[config.mk]
export PLATFORM = sky130hd
export DESIGN_NAME = addsub3_pipe_flat
export DESIGN_NICKNAME = d
export VERILOG_FILES = /design/src/rtl/addsub3_pipe_if.sv /design/src/rtl/addsub3_pipe.sv /design/src/flat_wrapper.sv
export SDC_FILE = /design/constraint.sdc
export NUM_CORES = 1
export LEC_CHECK = 0
export CAP_MARGIN = 20
export CORE_ASPECT_RATIO = 0.6
export CORE_UTILIZATION = 57
export CTS_CLUSTER_SIZE = 40
export DETAILED_ROUTE_END_ITERATION = 16
export GPL_ROUTABILITY_DRIVEN = 0
export PLACE_DENSITY_LB_ADDON = 0.12
export SYNTH_ARGS = -nofsm -noshare
export SYNTH_HDL_FRONTEND = slang
export SYNTH_SLANG_ARGS = --single-unit
export TNS_END_PERCENT = 30
[constraint.sdc]
create_clock -name clk -period 3.4 [get_ports clk]
set_input_delay 0.68 -clock clk [delete_from_list [all_inputs] [get_ports clk]]
set_output_delay 0.68 -clock clk [all_outputs]
set_load 0.05 [all_outputs]
[src/rtl/addsub3_pipe_if.sv]
// Operand/result handshake bundle for addsub3_pipe.
// The master side drives operands and out_ready; the slave side returns the result.
interface addsub3_pipe_if #(
    parameter int DATA_WIDTH = 8
);
    logic                  in_valid;
    logic                  in_ready;
    logic [DATA_WIDTH-1:0] num1;
    logic [DATA_WIDTH-1:0] num2;
    logic [DATA_WIDTH-1:0] num3;
    logic [2:0]            neg;
    logic                  out_valid;
    logic                  out_ready;
    logic [DATA_WIDTH-1:0] result;
    logic                  overflow;

    modport master (
        output in_valid, num1, num2, num3, neg, out_ready,
        input  in_ready, out_valid, result, overflow
    );

    modport slave (
        input  in_valid, num1, num2, num3, neg, out_ready,
        output in_ready, out_valid, result, overflow
    );
endinterface

[src/rtl/addsub3_pipe.sv]
// Two-stage three-operand signed add/subtract with valid/ready flow control,
// exact overflow detection and optional signed saturation.
module addsub3_pipe #(
    parameter int DATA_WIDTH = 8,
    parameter int SATURATE   = 0
) (
    input logic           clk,
    input logic           rst,
    addsub3_pipe_if.slave io_bus
);
    // Two guard bits hold the worst case of three negated most-negative operands.
    localparam int EW = DATA_WIDTH + 2;

    function automatic logic [EW-1:0] cond_neg(input logic [DATA_WIDTH-1:0] v,
                                               input logic n);
        logic [EW-1:0] e;
        e = {{2{v[DATA_WIDTH-1]}}, v};
        return n ? -e : e;
    endfunction

    logic                  r_s1_valid;
    logic [EW-1:0]         r_s1_p12;
    logic [EW-1:0]         r_s1_t3;
    logic                  r_s2_valid;
    logic [DATA_WIDTH-1:0] r_result;
    logic                  r_overflow;

    logic                  w_s2_load;
    logic                  w_in_ready;
    logic                  w_accept;
    logic [EW-1:0]         w_p12;
    logic [EW-1:0]         w_t3;
    logic [EW-1:0]         w_sum;
    logic [2:0]            w_top;
    logic                  w_ovf;
    logic [DATA_WIDTH-1:0] w_res;

    assign w_s2_load  = !r_s2_valid || io_bus.out_ready;
    assign w_in_ready = !r_s1_valid || w_s2_load;
    assign w_accept   = io_bus.in_valid && w_in_ready;

    assign w_p12 = cond_neg(io_bus.num1, io_bus.neg[0]) + cond_neg(io_bus.num2, io_bus.neg[1]);
    assign w_t3  = cond_neg(io_bus.num3, io_bus.neg[2]);

    // The sum fits the signed range iff the guard bits match the result sign bit.
    assign w_sum = r_s1_p12 + r_s1_t3;
    assign w_top = w_sum[EW-1:DATA_WIDTH-1];
    assign w_ovf = (w_top != 3'b000) && (w_top != 3'b111);

    always_comb begin
        w_res = w_sum[DATA_WIDTH-1:0];
        if ((SATURATE != 0) && w_ovf) begin
            w_res = w_sum[EW-1] ? {1'b1, {(DATA_WIDTH-1){1'b0}}}
                                : {1'b0, {(DATA_WIDTH-1){1'b1}}};
        end
    end

    // NOTE: only control and output state is reset; operand data is qualified by r_s1_valid.
    always_ff @(posedge clk) begin
        if (w_accept) begin
            r_s1_p12 <= w_p12;
            r_s1_t3  <= w_t3;
        end
    end

    always_ff @(posedge clk or posedge rst) begin
        if (rst) begin
            r_s1_valid <= 1'b0;
            r_s2_valid <= 1'b0;
            r_result   <= '0;
            r_overflow <= 1'b0;
        end else begin
            if (w_in_ready) begin
                r_s1_valid <= io_bus.in_valid;
            end
            if (w_s2_load) begin
                r_s2_valid <= r_s1_valid;
                if (r_s1_valid) begin
                    r_result   <= w_res;
                    r_overflow <= w_ovf;
                end
            end
        end
    end

    assign io_bus.in_ready  = w_in_ready;
    assign io_bus.out_valid = r_s2_valid;
    assign io_bus.result    = r_result;
    assign io_bus.overflow  = r_overflow;
endmodule

[src/flat_wrapper.sv]
// flat-port wrapper written by rule: the top's interface ports become plain ports
module addsub3_pipe_flat 
#(
    parameter int DATA_WIDTH = 8,
    parameter int SATURATE   = 0
)
  (clk, rst, io_bus_in_valid, io_bus_num1, io_bus_num2, io_bus_num3, io_bus_neg, io_bus_out_ready, io_bus_in_ready, io_bus_out_valid, io_bus_result, io_bus_overflow);
  addsub3_pipe_if #(.DATA_WIDTH(DATA_WIDTH)) io_bus_i ();
  input logic clk;
  input logic rst;
  input wire logic [$bits(io_bus_i.in_valid)-1:0] io_bus_in_valid;
  input wire logic [$bits(io_bus_i.num1)-1:0] io_bus_num1;
  input wire logic [$bits(io_bus_i.num2)-1:0] io_bus_num2;
  input wire logic [$bits(io_bus_i.num3)-1:0] io_bus_num3;
  input wire logic [$bits(io_bus_i.neg)-1:0] io_bus_neg;
  input wire logic [$bits(io_bus_i.out_ready)-1:0] io_bus_out_ready;
  output wire logic [$bits(io_bus_i.in_ready)-1:0] io_bus_in_ready;
  output wire logic [$bits(io_bus_i.out_valid)-1:0] io_bus_out_valid;
  output wire logic [$bits(io_bus_i.result)-1:0] io_bus_result;
  output wire logic [$bits(io_bus_i.overflow)-1:0] io_bus_overflow;
  assign io_bus_i.in_valid = io_bus_in_valid;
  assign io_bus_i.num1 = io_bus_num1;
  assign io_bus_i.num2 = io_bus_num2;
  assign io_bus_i.num3 = io_bus_num3;
  assign io_bus_i.neg = io_bus_neg;
  assign io_bus_i.out_ready = io_bus_out_ready;
  assign io_bus_in_ready = io_bus_i.in_ready;
  assign io_bus_out_valid = io_bus_i.out_valid;
  assign io_bus_result = io_bus_i.result;
  assign io_bus_overflow = io_bus_i.overflow;
  addsub3_pipe #(.DATA_WIDTH(DATA_WIDTH), .SATURATE(SATURATE)) u_core (.clk(clk), .rst(rst), .io_bus(io_bus_i));
endmodule
# Word level (Yosys, flattened, before mapping)
# Index checks and enable logic that the tools add are counted.
# word_totals
regBits	31
inputBits	31
# op_classes
n_reduce_logical	8
eq_ne	1
addsub	5
mux	3
# ops
cell	n
10-bit 2-to-1 mux	3
10-bit negation	3
10-bit adder	2
3-bit != test (second input constant)	1
3-bit nonzero test	1
1-bit logical AND	2
1-bit logical NOT	2
1-bit logical OR	2
2-bit AND reduction	1

# Longest topological paths before layout
# depth
ltp_word	4
depth_mapped	12

# Worst setup path after synthesis
# No wires, ideal clock.
# synth_timing
kind	input to register
start	input io_bus_num2[0]
end	register u_core.r_s1_p12[9] (data pin)
path_slack_ps	750
cell_stages	11
arrival_time_ps	2391
required_ps	3141
cell_sequence	inv_1 > ha_1 > nand2_1 > o21ai_0 > ha_1 > a21o_1 > a21oi_1 > o21ai_1 > o311ai_1 > a21oi_1 > xnor2_1
# synth_via
elab_chain_len	3
# synth_rtl
element	line	text
start, declared	flat_wrapper.sv:13	input wire logic [$bits(io_bus_i.num2)-1:0] io_bus_num2;
10-bit negation	addsub3_pipe.sv:18	return n ? -e : e;
10-bit 2-to-1 mux *	addsub3_pipe.sv:18	
10-bit adder *	addsub3_pipe.sv:42	assign w_p12 = cond_neg(io_bus.num1, io_bus.neg[0]) + cond_neg(io_bus.num2, io_bus.neg[1]);
via u_core.w_p12[9]	addsub3_pipe.sv:31	logic [EW-1:0] w_p12;
end signal, assigned	addsub3_pipe.sv:61	r_s1_p12 <= w_p12;
end, declared	addsub3_pipe.sv:22	logic [EW-1:0] r_s1_p12;
# The timed path passes the listed nets; every way through them passes the cells marked *.
# A chain may end at the register's enable or synchronous reset.

# Final worst setup path
# layout_timing
start	input io_bus_num2[0]
end	register u_core.r_s1_p12[6] (data pin)
# Same word-level chain as after synthesis.

==> flow_summary.toml <==
[critical_path]
arrival_ps = 3180
r2r_end = "u_core.io_bus.overflow"
r2r_slack_ps = 1160
cp.required_ps = 3430
start_kind = "input pin"
r2r_start = "u_core.r_s1_t3[0]"
ff2ff_path_depth = 8
setup.worst_path.class = "in2reg"
cp_max_fo = 3
crit_path_end_kind = "flip-flop"

[sta]
hold_viol = 0
rsz0062_at_grt = "no"
setup_viol = 0
period_needed_ps = 3141
hold_slack_ps = 480.9
period_share_pct = 92.39
max_slew_margin_pct = 64.89
slew_violations = 0
clock.fmax_mhz = 318.3
skew_ps = 5.913
worst_pin_slew_ps = 519.9

[job]
drv_cap = 0

[synthesis]
synth_cell_type_count = 38
synth_area_um2 = 2278
ys.flop_type = "edfxtp_1"
synth-edff-count = 20
syn_avg_cell_area_um2 = 9.737
yosys_warnings = 0
synth_seq_cells = 31
synth_cells = 234
synthArstFlopShare_pct = 35.48
syn_nets = 288
yosysSeqAreaShare_pct = 38.44

[finish]
final_layout_size_suffix_gt1_share_pct = 7.018
final_cell_mix = "clkdlybuf4s50_1 (41), xnor2_1 (26), nand2_1 (21), ha_1 (21), edfxtp_1 (20)"
final_common_cell = "clkdlybuf4s50_1"
num-nets-final = 338
area_growth_pct = 25.81
antennaDiodeCount = 0

[power]
peakVddDrop_mv = 0.6448
total_power_mw = 1.584
p_per_area_nw_per_um2 = 552.6
p_leak_nw = 1.158

[grt]
grt_pass1_wl_um = 7576
grt_use_total_pct = 22.95
grt_pass1_vias = 1714
overflow = 0
grt_max_degree = 21
antenna_found_initial = 0

[floorplan]
die_h_um = 50.98
rows = 17
die_x_um = 83.62
core_um2 = 3744
dieArea_um2 = 4263
io_pins = 42
initial_core_util_pct = 60.86

[min_path]
min_path_cells = 2
hold-path-endpoint = "u_core.io_bus.result[2]"
min_from = "u_core.io_bus.result[2]"
min_path_type = "reg2reg"

[cts]
cts_resized = 0
cts_root_buffer = "clkbuf_8"
clk_pin_slew_ps = 60
cts_setup_buffers = 0
cts_tree = "yes"
clock_latency_ps = 280
cts_hold_buf = 0
clock-sinks = 31
htree_levels = 2
cts_buffers = 5
clock_path_buffers = 2

[detailed_routing]
wirelength_um = 4515
first_iter_violations = 82
ant_nets = 0
vias = 1828
drcViolationCount = 0
wl_per_cell_um = 13.60
via_per_inst = 5.506
firstDrtPassIters = 4

[run_status]
outcome = "completed"

[placement]
io_buffers = 41
hpwlAfterDp_um = 3736
-- registers in the layout, summed over array words and instances, names as in the netlist --
signal,cells
u_core.r_s1_p12,10
u_core.r_s1_t3,10
u_core.io_bus.result,8
u_core.io_bus.out_valid,1
u_core.io_bus.overflow,1
u_core.r_s1_valid,1
-- cell type report --
type                    instances  area, µm²
inverters                      14      52.55
clock buffers                   7      76.32
flip-flops and latches         31      875.8
multi-input cells             185       1343
well taps                      47      58.81
clock inverters                 1      5.005
repair buffers                 47      455.4
fillers                       259      877.1
-- cells in the mapped netlist, drive strengths merged (3+ instances only) --
master  number  area share [%]
xnor2       26              10
nand2       22             3.7
ha          21              12
o21ai       21             4.6
edfxtp      20              26
inv         14             2.3
nor2        14             2.3
a21oi       12             2.8
dfrtp       11              12
nand2b      11             3.0
o31ai        8             2.6
xor2         7             3.0
nand3        5             1.1
o21a         5             1.6
a22oi        4             1.3
clkbuf       4            0.66
a21o         3            0.99
nor2b        3            0.82
nor3         3            0.66
-- critical path, stage by stage --
cell and delay, ps:
clkdlybuf4s50_1 500, inv_1 70, ha_1 270, nand2_1 40
o21ai_0 120, inv_1 100, fa_1 470, nor2b_1 130
o21ai_0 140, a21boi_1 250, o21ai_1 130, nor2b_1 160
xnor2_1 130
-- through the flow --
| stage | instance area [µm²] | std cells | TNS, ps | worst slack [ps] | utilization, % |
|---|---|---|---|---|---|
| 2_1_floorplan | 2278 | 234 | 0 | 750.1 | - |
| 3_3_place_gp | 2778 | 324 | 0 | 72.93 | 74.20 |
| 3_5_place_dp | 2778 | 324 | -66.92 | -48.57 | 74.20 |
| 4_1_cts | 2859 | 332 | 0 | 219.1 | 76.37 |
| 5_1_grt | 2867 | 332 | 0 | 52.74 | 76.57 |
| 6_report | 2867 | 332 | 0 | 258.7 | 76.57 |
-- cells by family (layout without fill, tap and decap cells) --
| logic type | Yosys count | in the layout | synth area share, % |
|---|---|---|---|
| and+or+nand+nor | 66 | 66 | 14.39 |
| AOI/OAI and AO/OA | 61 | 61 | 16.91 |
| xor gates and xnor gates | 33 | 33 | 13.02 |
| DFF | 31 | 31 | 38.44 |
| adders and majority gates | 23 | 23 | 13.29 |
| buffers and inverters | 18 | 69 | 2.965 |
| muxes | 2 | 2 | 0.9884 |
-- worst max path at each step --
stage	start	end	slack, ps	depth (start not counted)
after floorplan	io_bus_num2[0]	u_core.r_s1_p12[9]	750	11
after global placement	io_bus_num2[0]	u_core.r_s1_p12[9]	70	12
after detailed placement	io_bus_num2[0]	u_core.r_s1_p12[6]	-50	13
after CTS	io_bus_num2[0]	u_core.r_s1_p12[6]	220	13
after global routing	io_bus_num2[0]	u_core.r_s1_p12[6]	50	13
final	io_bus_num2[0]	u_core.r_s1_p12[6]	260	13
-- per-layer routing --
layer	up-vias	global-route usage, %	wire length, µm
met5	-	0	0
li1	932	-	-
met3	2	5.331	218
met4	0	4.237	11
met2	42	34.42	1920
met1	852	34.12	2364
-- report_power, final --
group	total [mW]	switching, mW	internal, mW
logic	0.770	0.448	0.321
registers	0.539	0.0380	0.501
clock network	0.276	0.132	0.143
total	1.58	0.619	0.965
Note: power is estimated with default switching activity, not from simulation.
